===== config.mk =====
export PLATFORM = sky130hd
export DESIGN_NAME = alarm_ring_ctrl
export DESIGN_NICKNAME = d
export VERILOG_FILES = /design/src/rtl/alarm_pkg.sv /design/src/rtl/alarm_match.sv /design/src/rtl/alarm_ring_ctrl.sv
export SDC_FILE = /design/constraint.sdc
export NUM_CORES = 1
export LEC_CHECK = 0
export BUFFER_PORTS_ARGS = -buffer_cell sky130_fd_sc_hd__buf_2
export CAP_MARGIN = 20
export CORE_UTILIZATION = 40
export DETAILED_ROUTE_END_ITERATION = 8
export PLACE_DENSITY = 0.68
export SYNTH_ARGS = -nofsm -noshare
export SYNTH_HDL_FRONTEND = slang
export SYNTH_SLANG_ARGS = --single-unit

===== constraint.sdc =====
create_clock -name clk -period 5.7 [get_ports clk]
set_clock_uncertainty 0.15 [all_clocks]
set_input_delay 0.855 -clock clk [delete_from_list [all_inputs] [get_ports clk]]
set_output_delay 0.855 -clock clk [all_outputs]
set_load 0.005 [all_outputs]

===== src/rtl/alarm_pkg.sv =====
// alarm_pkg: shared state type, constants and helpers for the alarm ring controller
package alarm_pkg;

  typedef enum logic [1:0] {IDLE, RING, SNOOZE} state_t;

  localparam logic [7:0] BCD_ZERO = 8'h00;

  function automatic int cnt_width(input int ring_secs, input int snooze_secs);
    return $clog2((ring_secs > snooze_secs ? ring_secs : snooze_secs) + 1);
  endfunction

  function automatic logic [2:0] lowest_idx(input logic [7:0] v);
    lowest_idx = 3'd0;
    for (int i = 7; i >= 0; i--)
      if (v[i]) lowest_idx = 3'(i);
  endfunction

endpackage


===== src/rtl/alarm_match.sv =====
// alarm_match: per-channel hour/minute comparator with lowest-index winner
module alarm_match
  import alarm_pkg::*;
#(
  parameter int N   = 4,
  parameter int IDW = 2
)(
  input  logic [7:0]     hour,
  input  logic [7:0]     minute,
  input  logic [8*N-1:0] alm_hour,
  input  logic [8*N-1:0] alm_min,
  input  logic [N-1:0]   alm_en,
  output logic           any_match,
  output logic [IDW-1:0] win_id,
  output logic [N-1:0]   match
);

  // an enabled channel matches when both its hour and minute equal the current time
  always_comb
    for (int i = 0; i < N; i++)
      match[i] = alm_en[i] && hour == alm_hour[8*i +: 8] && minute == alm_min[8*i +: 8];

  assign any_match = |match;
  assign win_id    = IDW'(lowest_idx(8'(match)));

endmodule


===== src/rtl/alarm_ring_ctrl.sv =====
// alarm_ring_ctrl: multi-channel alarm with ring timeout, snooze, missed record and hourly chime
module alarm_ring_ctrl
  import alarm_pkg::*;
#(
  parameter int N_ALARMS   = 4,
  parameter int RING_SECS  = 60,
  parameter int SNOOZE_MIN = 5,
  parameter int MAX_SNOOZE = 3,
  parameter int CHIME_SECS = 2,
  localparam int IDW = N_ALARMS > 1 ? $clog2(N_ALARMS) : 1
)(
  input  logic                  clk,
  input  logic                  rst_n,
  input  logic                  sec_tick,
  input  logic [7:0]            hour,
  input  logic [7:0]            minute,
  input  logic [7:0]            second,
  input  logic [8*N_ALARMS-1:0] alm_hour,
  input  logic [8*N_ALARMS-1:0] alm_min,
  input  logic [N_ALARMS-1:0]   alm_en,
  input  logic                  chime_en,
  input  logic                  ack,
  input  logic                  snooze,
  input  logic                  missed_clr,
  output logic                  alert,
  output logic                  chime,
  output logic [IDW-1:0]        ring_id,
  output logic                  snoozing,
  output logic [1:0]            snooze_cnt,
  output logic [N_ALARMS-1:0]   missed
);

  localparam int CW = cnt_width(RING_SECS, SNOOZE_MIN * 60);
  localparam int HW = $clog2(CHIME_SECS + 1);
  localparam logic [CW-1:0] RING_LAST   = CW'(RING_SECS - 1);
  localparam logic [CW-1:0] SNOOZE_LOAD = CW'(SNOOZE_MIN * 60);
  localparam logic [HW-1:0] CHIME_LOAD  = HW'(CHIME_SECS);

  state_t                state, state_n;
  logic [CW-1:0]         cnt, cnt_n;
  logic [HW-1:0]         chime_left, chime_left_n;
  logic [1:0]            scnt_n;
  logic [IDW-1:0]        id_n, win_id;
  logic [N_ALARMS-1:0]   match, miss_set, active;
  logic                  any_match, eval, chime_start, chime_n;

  alarm_match #(.N(N_ALARMS), .IDW(IDW)) u_match (
    .hour      (hour),
    .minute    (minute),
    .alm_hour  (alm_hour),
    .alm_min   (alm_min),
    .alm_en    (alm_en),
    .any_match (any_match),
    .win_id    (win_id),
    .match     (match)
  );

  assign eval   = sec_tick && second == BCD_ZERO;
  assign active = N_ALARMS'(1) << (state == IDLE ? win_id : ring_id);

  // next state, shared ring/snooze counter, missed updates and chime control
  always_comb begin
    state_n  = state;
    cnt_n    = cnt;
    scnt_n   = snooze_cnt;
    id_n     = ring_id;
    miss_set = eval ? match & ~active : '0;
    case (state)
      IDLE:
        if (eval && any_match) begin
          state_n = RING;
          id_n    = win_id;
          cnt_n   = '0;
          scnt_n  = '0;
        end
      RING:
        if (ack || (snooze && int'(snooze_cnt) >= MAX_SNOOZE)) state_n = IDLE;
        else if (snooze) begin
          state_n = SNOOZE;
          cnt_n   = SNOOZE_LOAD;
          scnt_n  = snooze_cnt + 2'(snooze_cnt != 2'd3);
        end
        else if (!alm_en[ring_id]) state_n = IDLE;
        else if (sec_tick && cnt == RING_LAST) begin
          state_n  = IDLE;
          miss_set = miss_set | active;
        end
        else if (sec_tick) cnt_n = cnt + 1'b1;
      SNOOZE:
        if (ack) state_n = IDLE;
        else if (sec_tick && cnt < CW'(2)) begin
          state_n = RING;
          cnt_n   = '0;
        end
        else if (sec_tick) cnt_n = cnt - 1'b1;
      default: state_n = IDLE;
    endcase
    chime_start  = chime_en && sec_tick && minute == BCD_ZERO && second == BCD_ZERO && state_n != RING;
    chime_n      = chime_en && state_n != RING && (chime_start || (chime && !(sec_tick && chime_left == HW'(1))));
    chime_left_n = chime_start ? CHIME_LOAD : (chime && sec_tick) ? chime_left - 1'b1 : chime_left;
  end

  // state, counters and registered outputs
  always_ff @(posedge clk or negedge rst_n)
    if (!rst_n) begin
      state      <= IDLE;
      cnt        <= '0;
      chime_left <= '0;
      alert      <= 1'b0;
      chime      <= 1'b0;
      ring_id    <= '0;
      snoozing   <= 1'b0;
      snooze_cnt <= '0;
      missed     <= '0;
    end else begin
      state      <= state_n;
      cnt        <= cnt_n;
      chime_left <= chime_left_n;
      alert      <= state_n == RING;
      chime      <= chime_n;
      ring_id    <= id_n;
      snoozing   <= state_n == SNOOZE;
      snooze_cnt <= scnt_n;
      missed     <= (missed_clr ? '0 : missed) | miss_set;
    end

endmodule


[After elaboration in Yosys (flattened, before gate mapping)]
Cells that the tools add are included.
Word-level totals
  register bits after elaboration: 24
  bits in latches: 0
  bits in writable memories: 0
  memory bits (read-only): 0
  input bits: 99
  output and inout port bits: 11
  word-level logic and storage cells: 118
  memories kept: 0
Cells by class
  $add $sub $neg: 4
  $mul: 0
  div/mod/pow operators: 0
  $lt $le $gt $ge: 3
  equal/unequal tests: 24
  shift-type cells: 1
  muxes and demuxes: 38
  bitwise logic cells: 4
  reductions and logical operators: 35
Operator list (count)
  $mux 9: 9
  $eq 8x8->1: 8
  $mux 2: 17
  $mux 4: 7
  $pmux 9 s3: 1
  $logic_and 1x1->1: 22
  $logic_not 8->1: 2
  $ne 3x3->1 const B: 4
  $add 9x1->9 const B: 1
  $eq 9x6->1 const B: 1
  $lt 9x2->1 const B: 1
  $sub 9x1->9 const B: 1
  $ne 2x2->1 const B: 4
  $or 4x4->4: 2
  $reduce_and 8->1: 1
  $eq 2x1->1 const B: 3
  $pmux 2 s3: 1
  $and 4x4->4: 1
  $eq 2x2->1 const B: 2
  $ne 2x1->1 const B: 2
  $not 4->4: 1
  $pmux 2 s2: 1
  $reduce_and 4->1: 1
  $reduce_bool 2->1: 2
  13 further kinds: 14

[Longest topological paths before layout]
  word-level depth: 19
  gate-level depth with buffers: 12
  depth with buffers taken out: 10

[By module]
A second synthesis with hierarchy kept.
Unflattened totals
  cell total of the unflattened synthesis: 314
  area total of the unflattened synthesis: 2635.0 um^2
Modules (own cells, without submodules)
  alarm_ring_ctrl: times used 1, cells each 217, area each 1869.3 um^2, seq. area each 600.6 um^2
  alarm_match: times used 1, cells each 97, area each 765.7 um^2, seq. area each 0.0 um^2

[Worst setup path before layout]
No wires, ideal clock.
  path type: input-to-reg
  start: in minute[6]
  end: reg missed[2]
  setup time: 0.128 ns
  arrival time: 3.102 ns
  slack: 2.320 ns
  stages on the path: 9
  buffers on the path: 1
  cells stage by stage: clkbuf_1 xnor2_1 or4b_1 or4_1 o211ai_1 a21boi_2 mux2i_4 nor2b_1 mux2_1
On the way
  word-level cells in the longest chain between the ends: 18
  elaborated cells on any way between the ends: 24
  those cells by class: eq/ne (4); shift (1); mux (11); bitwise (4); reduce/logical (4)
Ends and longest elaborated chain
  start: declaration: RTL line alarm_ring_ctrl.sv:16  | input logic [7:0] minute,
  $eq 8x8->1: RTL line alarm_match.sv:21  | match[i] = alm_en[i] && hour == alm_hour[8*i +: 8] && minute == alm_min[8*i +: 8];
  $logic_and 1x1->1: RTL line alarm_match.sv:21
  $mux 2 (4 in series): RTL line alarm_pkg.sv:15  | if (v[i]) lowest_idx = 3'(i);
  $mux 2: RTL line alarm_ring_ctrl.sv:59  | assign active = N_ALARMS'(1) << (state == IDLE ? win_id : ring_id);
  $shl 1x2->4: RTL line alarm_ring_ctrl.sv:59
  $not 4->4: RTL line alarm_ring_ctrl.sv:67  | miss_set = eval ? match & ~active : '0;
  $and 4x4->4: RTL line alarm_ring_ctrl.sv:67
  $mux 4: RTL line alarm_ring_ctrl.sv:67
  $or 4x4->4: RTL line alarm_ring_ctrl.sv:86  | miss_set = miss_set | active;
  $mux 4: RTL line alarm_ring_ctrl.sv:84  | else if (sec_tick && cnt == RING_LAST) begin
  $mux 4: RTL line alarm_ring_ctrl.sv:83  | else if (!alm_en[ring_id]) state_n = IDLE;
  $mux 4: RTL line alarm_ring_ctrl.sv:78  | else if (snooze) begin
  $mux 4: RTL line alarm_ring_ctrl.sv:77  | if (ack || (snooze && int'(snooze_cnt) >= MAX_SNOOZE)) state_n = IDLE;
  $mux 4 (*): RTL line alarm_ring_ctrl.sv:68  | case (state)
  $or 4x4->4 (*): RTL line alarm_ring_ctrl.sv:124  | missed <= (missed_clr ? '0 : missed) | miss_set;
  end signal: assignment: RTL line alarm_ring_ctrl.sv:124
  end: declaration: RTL line alarm_ring_ctrl.sv:30  | output logic [N_ALARMS-1:0] missed
Every way passes the cells marked *; elsewhere a longest branch is shown, timed or not.
A chain may end at the register's enable or synchronous reset.

[Worst setup path after layout]
  start: in minute[0]
  end: reg missed[2]
The elaborated chain is that of the path after synthesis.

==> impl_metrics.env <==
export IMPL_routed_wl_um=8500
export IMPL_synth_edf_count=0
export IMPL_max_freq_ghz=0.295
export IMPL_yosysTopAreaCell="dfrtp_1"
export IMPL_numClockSinks=24
export IMPL_cp_end_kind="flop"
export IMPL_wl_per_cell_um=15.8
export IMPL_gp_congestion=0.938
export IMPL_drc=0
export IMPL_firstDrtPassIters=4
export IMPL_grt_pass1_wl_um=13900
export IMPL_post_cts_setup_buffer_count=0
export IMPL_yosysSeqAreaShare=0.213
export IMPL_n_antenna_cell=0
export IMPL_fill_cells=703
export IMPL_synthCells=352
export IMPL_postLayoutCellArea_sq_mm=0.00339
export IMPL_p_leak_nw=1.45
export IMPL_dp_hpwl_um=7240
export IMPL_core_sq_mm=0.00679
export IMPL_synth_cell_types=64
export IMPL_arrival_ns=3.39
export IMPL_multiInputGateArea_sq_mm=0.00205
export IMPL_clk_latency_ns=0.27
export IMPL_status="finished clean"
export IMPL_die_h_um=86.0
export IMPL_tns_ns=0
export IMPL_drive_above_1_share=0.283
export IMPL_cts_buffers=3
export IMPL_rows=30
export IMPL_min_path_type="reg -> reg"
export IMPL_min_period_ns=3.39
export IMPL_cts_clk_slew_worst_paths_ns=0.08
export IMPL_slew_viol_final=0
export IMPL_tightest_slew_ns=0.573
export IMPL_overflow=0
export IMPL_synth_common_cells="xnor2_1 (51), nand2_1 (34), nor2_1 (26), dfrtp_1 (24), nand4_1 (22)"
export IMPL_cp_buffers_inverters=1
export IMPL_ir_worst_vdd_mv=0.0525
export IMPL_setup_viol=0
export IMPL_grt_max_degree=25
export IMPL_max_cap_viol_count=0
export IMPL_port_buffers=109
export IMPL_crit_chain="buf_2 -> xor2_1 -> or4b_1 -> or4_1 -> o211ai_1 -> a21boi_2 -> mux2i_4 -> nor2b_1 -> mux2_1"
export IMPL_area_growth_pct=20.3
export IMPL_cp_start_kind="input pin"
export IMPL_synth_top_area_share=0.213
export IMPL_floorplan_io_pins=110
export IMPL_routed_via_density=5.45
export IMPL_p_int_mw=0.281
export IMPL_synth_nets=458
export IMPL_worst_ep_required_time_ns=5.70
export IMPL_crit_fanout=7
export IMPL_ant_nets=0
export IMPL_yosysMostFrequentCell="xnor2_1"
export IMPL_synthFlopType="dfrtp_1"
export IMPL_die_w_um=86.0
export IMPL_regArea_sq_um=601
export IMPL_hold_viol_final=0
export IMPL_initial_core_util=0.415
export IMPL_max_slew_margin=0.615
export IMPL_ctsHoldBuffers=0
export IMPL_post_cts_resized=0
export IMPL_synth_seq_cells=24
export IMPL_cpPeakStageDelay_ns=0.56
export IMPL_p_clk_frac=0.248
export IMPL_crit_type="in -> reg"
export IMPL_power_switching_mw=0.123
export IMPL_vias=2927
export IMPL_grt_antenna_before_repair=0
export IMPL_grt_usage=0.239
export IMPL_powerDensity_mw_per_mm2=119
export IMPL_grt_pass1_vias=2959
export IMPL_htreeDepth=1
export IMPL_crit_family="simple AND/OR/NAND/NOR gates"
export IMPL_drt_iter0_markers=143
export IMPL_cts_tree="done"
export IMPL_place_area_sq_mm=0.00335
export IMPL_synthTopCellsByArea="dfrtp_1 (21%), xnor2_1 (16%), nand4_1 (4.9%)"
export IMPL_swShare=0.305
export IMPL_final_nets=549
export IMPL_critPathSlowestCell="or4b_1"
export IMPL_cts_root_buf="clkbuf_8"
export IMPL_avgSynthCellArea_sq_um=8.01
export IMPL_p_comb_frac=0.330
export IMPL_fin_crit_sh=0.594
export IMPL_seq_power_share=0.422
export IMPL_synth_warnings=0
export IMPL_rsz0062_at_grt="no"
export IMPL_clock_path_buffers=2
export IMPL_dieArea_sq_mm=0.00739
export IMPL_synth_area_sq_mm=0.00282
export IMPL_ys_async_sr_fraction=1.00
[power groups by stage]
stage | registers, mW | clock network, mW | logic (mW)
final | 0.171 | 0.100 | 0.133
after global routing | 0.171 | 0.111 | 0.145
after floorplan | 0.174 | 0 | 0.0751
after detailed placement | 0.174 | 0 | 0.134
after global placement | 0.174 | 0 | 0.134
after CTS | 0.171 | 0.105 | 0.134
[logic make-up after synthesis]
| logic type | Yosys count | synth area share |
|---|---|---|
| flip-flops | 24 | 0.213 |
| buffers and inverters | 33 | 0.0608 |
| AO/OA/AOI/OAI | 65 | 0.158 |
| XOR/XNOR | 66 | 0.220 |
| adder cells (fa/ha/maj) | 7 | 0.0311 |
| AND/OR/NAND/NOR | 150 | 0.281 |
| multiplexers | 7 | 0.0355 |
[metal layers]
| metal | share of wire | track usage | vias up |
|---|---|---|---|
| met5 | 0 | 0 | - |
| met4 | 0.011 | 0.0652 | 0 |
| met3 | 0.053 | 0.0279 | 6 |
| met2 | 0.53 | 0.456 | 113 |
| met1 | 0.40 | 0.280 | 1352 |
| li1 | - | - | 1456 |
[stage by stage]
step                utilization  instances  total power [mW]  setup WS [ns]  hold slack, ns
floorplan                     -        352             0.249           2.32           0.326
global placement          0.493        534             0.308           2.06           0.344
detailed placement        0.493        534             0.308           2.03           0.366
CTS                       0.499        537             0.410           2.32           0.387
global route              0.499        537             0.428           2.21           0.423
finish                    0.499        537             0.405           2.31           0.392
[layout make-up]
cell class,count,area share
multi-input cells,295,0.603
flip-flops and latches,24,0.177
inverters,10,0.0111
clock buffers,3,0.0122
repair buffers,109,0.161
well taps,96,0.0354
[worst register-to-register path, stage by stage, from the launching register on]
cell and delay, ns:
dfrtp_1 0.47, ha_1 0.29, or3b_1 0.40, o31ai_1 0.41, nor2_1 0.07, a21oi_1 0.12, o21ai_1 0.08, o211a_1 0.35
mux2_1 0.40
[flip-flops by register name, summed over array words and instances (netlist names)]
name / count
cnt: 9
missed: 4
chime_left: 2
ring_id: 2
snooze_cnt: 2
state: 2
alert: 1
chime: 1
snoozing: 1
[path summary, 6_finish.rpt]
check / start / to / slack, ns / cells past startpoint
worst max-delay path: minute[0] / missed[2]$_DFF_PN0_ / 2.31 / 9
worst min-delay path: chime_left[1]$_DFFE_PN0P_ / chime_left[1]$_DFFE_PN0P_ / 0.39 / 2
worst max register to register: cnt[1]$_DFFE_PN0P_ / cnt[6]$_DFFE_PN0P_ / 2.84 / 8
worst min register to register: chime_left[1]$_DFFE_PN0P_ / chime_left[1]$_DFFE_PN0P_ / 0.39 / 2
max in group asynchronous: rst_n / state[0]$_DFF_PN0_ / 4.63 / 1
min in group asynchronous: rst_n / cnt[2]$_DFFE_PN0P_ / 0.41 / 1
[placed cells by master, fill, tap and decap left out, types with 8 or more instances in the layout]
cell type,netlist,final
buf_2,3,109
xnor2_1,51,51
nand2_1,34,34
nor2_1,26,26
dfrtp_1,24,24
nand4_1,22,22
nand3_1,20,20
a21oi_1,12,12
xor2_1,11,11
o21ai_1,11,11
inv_1,10,10
o21ai_0,10,10
nor3_1,8,8
Power figures use the tool's default switching activity.
